===== config.mk =====
export PLATFORM = sky130hd
export DESIGN_NAME = serial_subtractor
export DESIGN_NICKNAME = d
export VERILOG_FILES = /design/src/rtl/serial_subtractor_pkg.sv /design/src/rtl/full_subtractor_cell.sv /design/src/rtl/serial_subtractor_fsm.sv /design/src/rtl/serial_subtractor.sv
export SDC_FILE = /design/constraint.sdc
export NUM_CORES = 1
export LEC_CHECK = 0
export BUFFER_PORTS_ARGS = -buffer_cell sky130_fd_sc_hd__buf_2
export CORE_UTILIZATION = 35
export CTS_BUF_LIST = sky130_fd_sc_hd__clkbuf_4
export DETAILED_ROUTE_END_ITERATION = 12
export SETUP_SLACK_MARGIN = 0.05
export SYNTH_ARGS = -nofsm -noshare
export SYNTH_HDL_FRONTEND = slang
export SYNTH_SLANG_ARGS = --single-unit

===== constraint.sdc =====
create_clock -name CLK -period 1.8 [get_ports CLK]
set_clock_uncertainty 0.15 [all_clocks]
set_input_delay 0.36 -clock CLK [delete_from_list [all_inputs] [get_ports CLK]]
set_output_delay 0.36 -clock CLK [all_outputs]
set_load 0.01 [all_outputs]

===== src/rtl/serial_subtractor_pkg.sv =====
// Shared state encoding for the bit-serial arithmetic blocks (adder and subtractor).
package serial_subtractor_pkg;
  typedef enum logic [1:0] {
    SA_IDLE  = 2'd0,
    SA_SHIFT = 2'd1,
    SA_FIN   = 2'd2
  } sa_state_e;
endpackage


===== src/rtl/full_subtractor_cell.sv =====
// Combinational 1-bit full subtractor: d = a - b - bin, with borrow out.
module full_subtractor_cell (
  input  logic i_a,
  input  logic i_b,
  input  logic i_bin,
  output logic o_d,
  output logic o_bout
);
  assign o_d    = i_a ^ i_b ^ i_bin;
  assign o_bout = (~i_a & i_b) | (~(i_a ^ i_b) & i_bin);
endmodule


===== src/rtl/serial_subtractor_fsm.sv =====
// Sequencer for the serial subtractor: IDLE -> SHIFT (SIZE edges) -> FIN -> IDLE.
module serial_subtractor_fsm
  import serial_subtractor_pkg::*;
#(
  parameter int SIZE = 8
) (
  input  logic i_clk,
  input  logic i_rst,
  input  logic i_start,
  output logic o_load,
  output logic o_shift,
  output logic o_last,
  output logic o_busy
);
  localparam int COUNT_W = $clog2(SIZE + 1);
  localparam logic [COUNT_W-1:0] LAST_CNT = COUNT_W'(SIZE - 1);

  sa_state_e          CURRENT_STATE, w_next;
  logic [COUNT_W-1:0] r_count;

  always_ff @(posedge i_clk) begin
    if (i_rst) begin
      CURRENT_STATE <= SA_IDLE;
      r_count       <= '0;
    end else begin
      CURRENT_STATE <= w_next;
      if (o_load)       r_count <= '0;
      else if (o_shift) r_count <= r_count + 1'b1;
    end
  end

  always_comb begin
    w_next  = CURRENT_STATE;
    o_load  = 1'b0;
    o_shift = 1'b0;
    o_last  = 1'b0;
    unique case (CURRENT_STATE)
      SA_IDLE: if (i_start) begin
        o_load = 1'b1;
        w_next = SA_SHIFT;
      end
      SA_SHIFT: begin
        o_shift = 1'b1;
        if (r_count == LAST_CNT) begin
          o_last = 1'b1;
          w_next = SA_FIN;
        end
      end
      SA_FIN:  w_next = SA_IDLE;
      default: w_next = SA_IDLE;
    endcase
  end

  assign o_busy = (CURRENT_STATE == SA_SHIFT);
endmodule


===== src/rtl/serial_subtractor.sv =====
// Bit-serial unsigned subtractor: A-B LSB-first through a borrow flop, SIZE+1-bit result.
// Optional SUB_FLAGS_EN adds registered ZERO/NEG flags alongside DIFF.
module serial_subtractor
  import serial_subtractor_pkg::*;
#(
  parameter int SIZE = 8
) (
  input  logic          CLK,
  input  logic          RST,
  input  logic          START,
  input  logic [SIZE-1:0] A,
  input  logic [SIZE-1:0] B,
  output logic [SIZE:0]   DIFF,
  output logic          BUSY,
  output logic          DONE
`ifdef SUB_FLAGS_EN
  ,
  output logic          ZERO,
  output logic          NEG
`endif
);
  logic [SIZE-1:0] r_sa, r_sb, r_res;
  logic            r_br, r_done;
  logic [SIZE:0]   r_diff;
  logic            w_load, w_shift, w_last, w_busy;
  logic            w_d, w_bout;
  logic [SIZE:0]   w_result;

  serial_subtractor_fsm #(.SIZE(SIZE)) FSM_1 (
    .i_clk   (CLK),
    .i_rst   (RST),
    .i_start (START),
    .o_load  (w_load),
    .o_shift (w_shift),
    .o_last  (w_last),
    .o_busy  (w_busy)
  );

  full_subtractor_cell FS_1 (
    .i_a    (r_sa[0]),
    .i_b    (r_sb[0]),
    .i_bin  (r_br),
    .o_d    (w_d),
    .o_bout (w_bout)
  );

  // Final borrow becomes the sign bit; the last difference bit lands just below it.
  assign w_result = {w_bout, w_d, r_res[SIZE-1:1]};

  always_ff @(posedge CLK) begin
    if (RST) begin
      r_sa   <= '0;
      r_sb   <= '0;
      r_res  <= '0;
      r_br   <= 1'b0;
      r_diff <= '0;
      r_done <= 1'b0;
    end else begin
      r_done <= w_last;
      if (w_load) begin
        r_sa <= A;
        r_sb <= B;
        r_br <= 1'b0;
      end else if (w_shift) begin
        r_sa  <= {1'b0, r_sa[SIZE-1:1]};
        r_sb  <= {1'b0, r_sb[SIZE-1:1]};
        r_res <= {w_d, r_res[SIZE-1:1]};
        r_br  <= w_bout;
      end
      if (w_last) r_diff <= w_result;
    end
  end

`ifdef SUB_FLAGS_EN
  logic r_zero, r_neg;
  always_ff @(posedge CLK) begin
    if (RST) begin
      r_zero <= 1'b0;
      r_neg  <= 1'b0;
    end else if (w_last) begin
      r_zero <= (w_result == '0);
      r_neg  <= w_bout;
    end
  end
  assign ZERO = r_zero;
  assign NEG  = r_neg;
`endif

  assign DIFF = r_diff;
  assign BUSY = w_busy;
  assign DONE = r_done;
endmodule

# Yosys cells after proc, flatten, opt, wreduce, memory -nomap -nowiden
# Index checks and enable logic that the tools add are counted.
# totals
mem_count,0
input_bits,19
romBits,0
wordCells,38
ram_bits,0
regBits,41
latch_bits,0
# classes
multipliers,0
div_mod_pow,0
n_bitwise,8
magnitude_cmp,0
reduce_logical,5
n_eq_ne,4
n_mux,12
n_addsub,1
shifts,0
# ops
operator,count
2-to-1 mux 8 bit,4
2-to-1 mux 1 bit,5
adder 4 x 1 -> 4 bit (second input constant),1
equality test 4 x 3 -> 1 bit (second input constant),1
2-to-1 mux 2 bit,2
one-hot mux 2 bit (2 select lines),1
AND reduction 2 bit,2
NOT 1 bit,3
bitwise AND 1 bit,2
equality test 2 x 1 -> 1 bit (second input constant),1
zero test 2 bit,1
!= test 2 x 1 -> 1 bit (second input constant),1
!= test 2 bit (second input constant),1
nonzero test 2 bit,1
OR reduction 2 bit,1
XOR 1 bit,2
bitwise OR 1 bit,1

# Longest topological paths before layout
# logic_depth
word_depth,4
mapped_depth,7

# By module
# A second synthesis with hierarchy kept.
# unflattened
hier_cells,161
hier_area_um2,1709.1
# modules_own_cells
module,cells_per_inst,area_each_um2,n_inst
serial_subtractor,128,1411.4,1
serial_subtractor_fsm,29,266.5,1
full_subtractor_cell,4,31.3,1

# Worst setup path before layout
# Ideal clock, no wire load.
# synth_timing
kind,flip-flop to output port
start,register FSM_1.CURRENT_STATE[1]
end,output BUSY
path_buffers,3
path_slack_ns,0.321
t_arrival_ns,0.969
stages_incl_launch_ff,6
path_cell_list,dfxtp_1 -> buf_2 -> nand2b_1 -> buf_4 -> inv_4 -> buf_2
# synth_via
elab_chain_len,1
# synth_rtl
element,line,source
start: declaration,serial_subtractor_fsm.sv:18,"sa_state_e CURRENT_STATE, w_next;"
start signal: assignment,serial_subtractor_fsm.sv:26,CURRENT_STATE <= w_next;
equality test 2 x 1 -> 1 bit,serial_subtractor_fsm.sv:54,assign o_busy = (CURRENT_STATE == SA_SHIFT);
end: declaration,serial_subtractor.sv:14,"output logic BUSY,"
# No other way between the ends.

# Worst setup path in the final report
# Ends and elaborated chain as after synthesis.

==> impl_metrics.py <==
metrics = {
    "synthesis": {
        "postSynth.asyncResetShare": 0,
        "synth-edff-count": 0,
        "synthCells": 201,
        "synth_sequential_area_ratio": 0.479,
        "synth_nets": 222,
        "synth_top_area_share": 0.479,
        "syn-cell-area_um2": 1670,
        "ys_ff_latch": 40,
        "yosys-top-cells-area": "dfxtp_1 48%, a21oi_1 11%, nand2_1 6.7%",
        "synthFlopType": "dfxtp_1",
        "yosysTopAreaCell": "dfxtp_1",
        "yosys_warnings": 0,
        "avgSynthCellArea_um2": 8.32,
        "ys_types": 29,
    },
    "die": {
        "start_util": 0.374,
        "die_w_um": 71.1,
        "die_h_um": 71.1,
        "rows": 24,
        "die_area_um2": 5060,
        "ios": 30,
        "core_um2": 4470,
    },
    "finish": {
        "drive_above_1_share": 0.246,
        "areaGrowthSynthToFinish_pct": 17.3,
        "antenna_cells": 0,
        "nets": 252,
        "layout.cells.non_filler": 284,
    },
    "worst_setup_path": {
        "worstPathArrival_ns": 1.15,
        "r2r-end": "DIFF[4]",
        "setup.worst_path.end_class": "output port",
        "worst-r2r-cell-count": 4,
        "setup.worst_path.end": "BUSY",
        "r2r_slack_ns": 0.25,
        "crit_fanout": 13,
        "critPathLaunchType": "flop",
        "worstSetupPathType": "reg2out",
        "r2r_start": "FSM_1.r_count[0]",
        "required_ns": 1.29,
        "startpoint": "FSM_1.CURRENT_STATE[1]",
    },
    "detailed_routing": {
        "drt_iter0_markers": 107,
        "via_per_inst": 5.00,
        "drc": 0,
        "vias": 1421,
        "finalWirelength_um": 3640,
        "wl_per_cell_um": 12.8,
        "ant_nets": 0,
        "first_pass_iters": 4,
    },
    "power": {
        "power.switching_uw": 460,
        "power_density_nw_per_um2": 899,
        "ir_drop_mv": 0.346,
        "p_seq_frac": 0.538,
        "p_clk_frac": 0.339,
        "p_int_uw": 1300,
        "power_uw": 1760,
        "switching_share": 0.261,
        "leakage_uw": 0.000766,
        "p_comb_frac": 0.123,
    },
    "grt": {
        "antenna_found_initial": 0,
        "grt_first_pass_wirelength_um": 6260,
        "grt_pass1_vias": 1379,
        "track_usage": 0.157,
        "overflow": 0,
        "grt_max_degree": 24,
    },
    "placement": {
        "numPortBuffers": 29,
        "place.gp.congestion": 0.771,
        "dp_hpwl_um": 2310,
        "dpl.cell_count": 275,
    },
    "clock_tree": {
        "cts_inserted_buffers": 5,
        "clockRootBuffer": "clkbuf_4",
        "clk_pin_slew_ns": 0.13,
        "clock_latency_ns": 0.35,
        "clockBufferDepth": 2,
        "cts_sinks": 40,
        "cts_max_level": 2,
        "post_cts_buffers": 0,
        "tritoncts": "built",
    },
    "sta": {
        "hold_violations": 0,
        "min_period_ns": 1.66,
        "maxSlewViolCount": 0,
        "holdWs_ns": 0.0838,
        "max_slew_margin": 0.698,
        "tns_ns": 0,
        "max_freq_mhz": 602,
        "rsz0062_at_grt": "false",
        "tightest_slew_ns": 0.451,
        "finalSetupViolCount": 0,
        "fin_crit_sh": 0.922,
    },
    "worst_hold_path": {
        "worstHoldPathCells": 3,
        "hp-class": "in2reg",
    },
    "status": {
        "status": "complete, no violations",
    },
    "job": {
        "maxCapViolCount": 0,
    },
}
==> registers in the layout, indices dropped and copies added (netlist names) <==
name,count
DIFF,9
DONE,1
FSM_1.CURRENT_STATE,2
FSM_1.r_count,4
r_br,1
r_res,7
r_sa,8
r_sb,8
==> power by group through the flow <==
| stage | logic, uW | registers, uW | clock network, uW |
|---|---|---|---|
| after floorplan | 159 | 962 | 0 |
| after CTS | 216 | 949 | 616 |
| after global placement | 210 | 967 | 0 |
| after detailed placement | 209 | 967 | 0 |
| after global routing | 243 | 954 | 650 |
| final | 216 | 949 | 598 |
==> what timing repair did <==
item,in CTS,in global routing
gates resized for setup,5,0
setup endpoints to repair,1,0
hold buffers,0,0
==> per-layer routing <==
| metal | part of all wire | GRT usage |
|---|---|---|
| met1 | 0.49 | 0.198 |
| met3 | 0.032 | 0.0370 |
| met2 | 0.46 | 0.257 |
| met5 | 0 | 0 |
| met4 | 0.018 | 0.0644 |
==> through the flow <==
step	util	cell area [um2]	worst slack (ns)
global route	0.438	1960	0.0671
global placement	0.416	1860	0.266
detailed placement	0.416	1860	0.244
finish	0.438	1960	0.140
CTS	0.438	1960	0.126
floorplan	-	1670	0.321
==> worst min-delay path by stage <==
stage               startpoint       to
floorplan              r_sa[6]  r_sa[6]
global placement       r_sa[3]  r_sa[2]
detailed placement     r_sb[4]  r_sb[3]
CTS                       A[7]  r_sa[7]
global route              A[7]  r_sa[7]
finish                    A[7]  r_sa[7]
==> critical path, stage by stage, from the launching register on <==
cell	delay, ns
dfxtp_1	0.35
nand2b_4	0.19
inv_8	0.12
buf_2	0.14
==> synthesized netlist by cell type, types with 2 or more instances <==
library cell and count:
a21oi_1 36, nor2_1 20, o221a_2 2, buf_4 3
a211oi_1 11, nand2_1 30, nand3_1 11, nand2b_1 3
dfxtp_1 40, buf_2 7, o21ai_0 9, nor3_1 3
buf_6 2, inv_1 3, clkbuf_1 6, nand3b_1 2
==> cells by family after synthesis <==
group / share of synthesized area
flops: 0.479
compound gates: 0.218
xor+xnor: 0.0105
buf+inv: 0.0719
simple gates: 0.201
fa+ha+maj: 0.0195
==> layout make-up <==
class | instances | area, um2
Fill cell | 454 | 2510
Multi-Input combinational cell | 139 | 758
Tap cell | 52 | 65.1
Clock buffer | 5 | 37.5
Sequential cell | 40 | 801
Inverter | 4 | 22.5
Timing Repair Buffer | 40 | 228
Timing Repair inverter | 1 | 6.26
Clock inverter | 3 | 42.5
==> layout by cell type (no fill, tap or decap), drive strengths merged <==
master     n
xor2       1
clkinvlp   1
nor3b      1
or3b       2
nor3       3
o21ba      1
fa         1
xnor2      1
dfxtp     40
a211oi    11
and3b      1
clkbuf     5
a21oi     36
inv        5
nand3b     2
bufinv     1
nand2b     3
a311oi     2
nor2      20
nand2     30
or3        1
clkinv     1
buf       40
nand3     11
ha         1
o221a      2
o21ai      9
No activity file was read; power rests on OpenSTA's default activity.
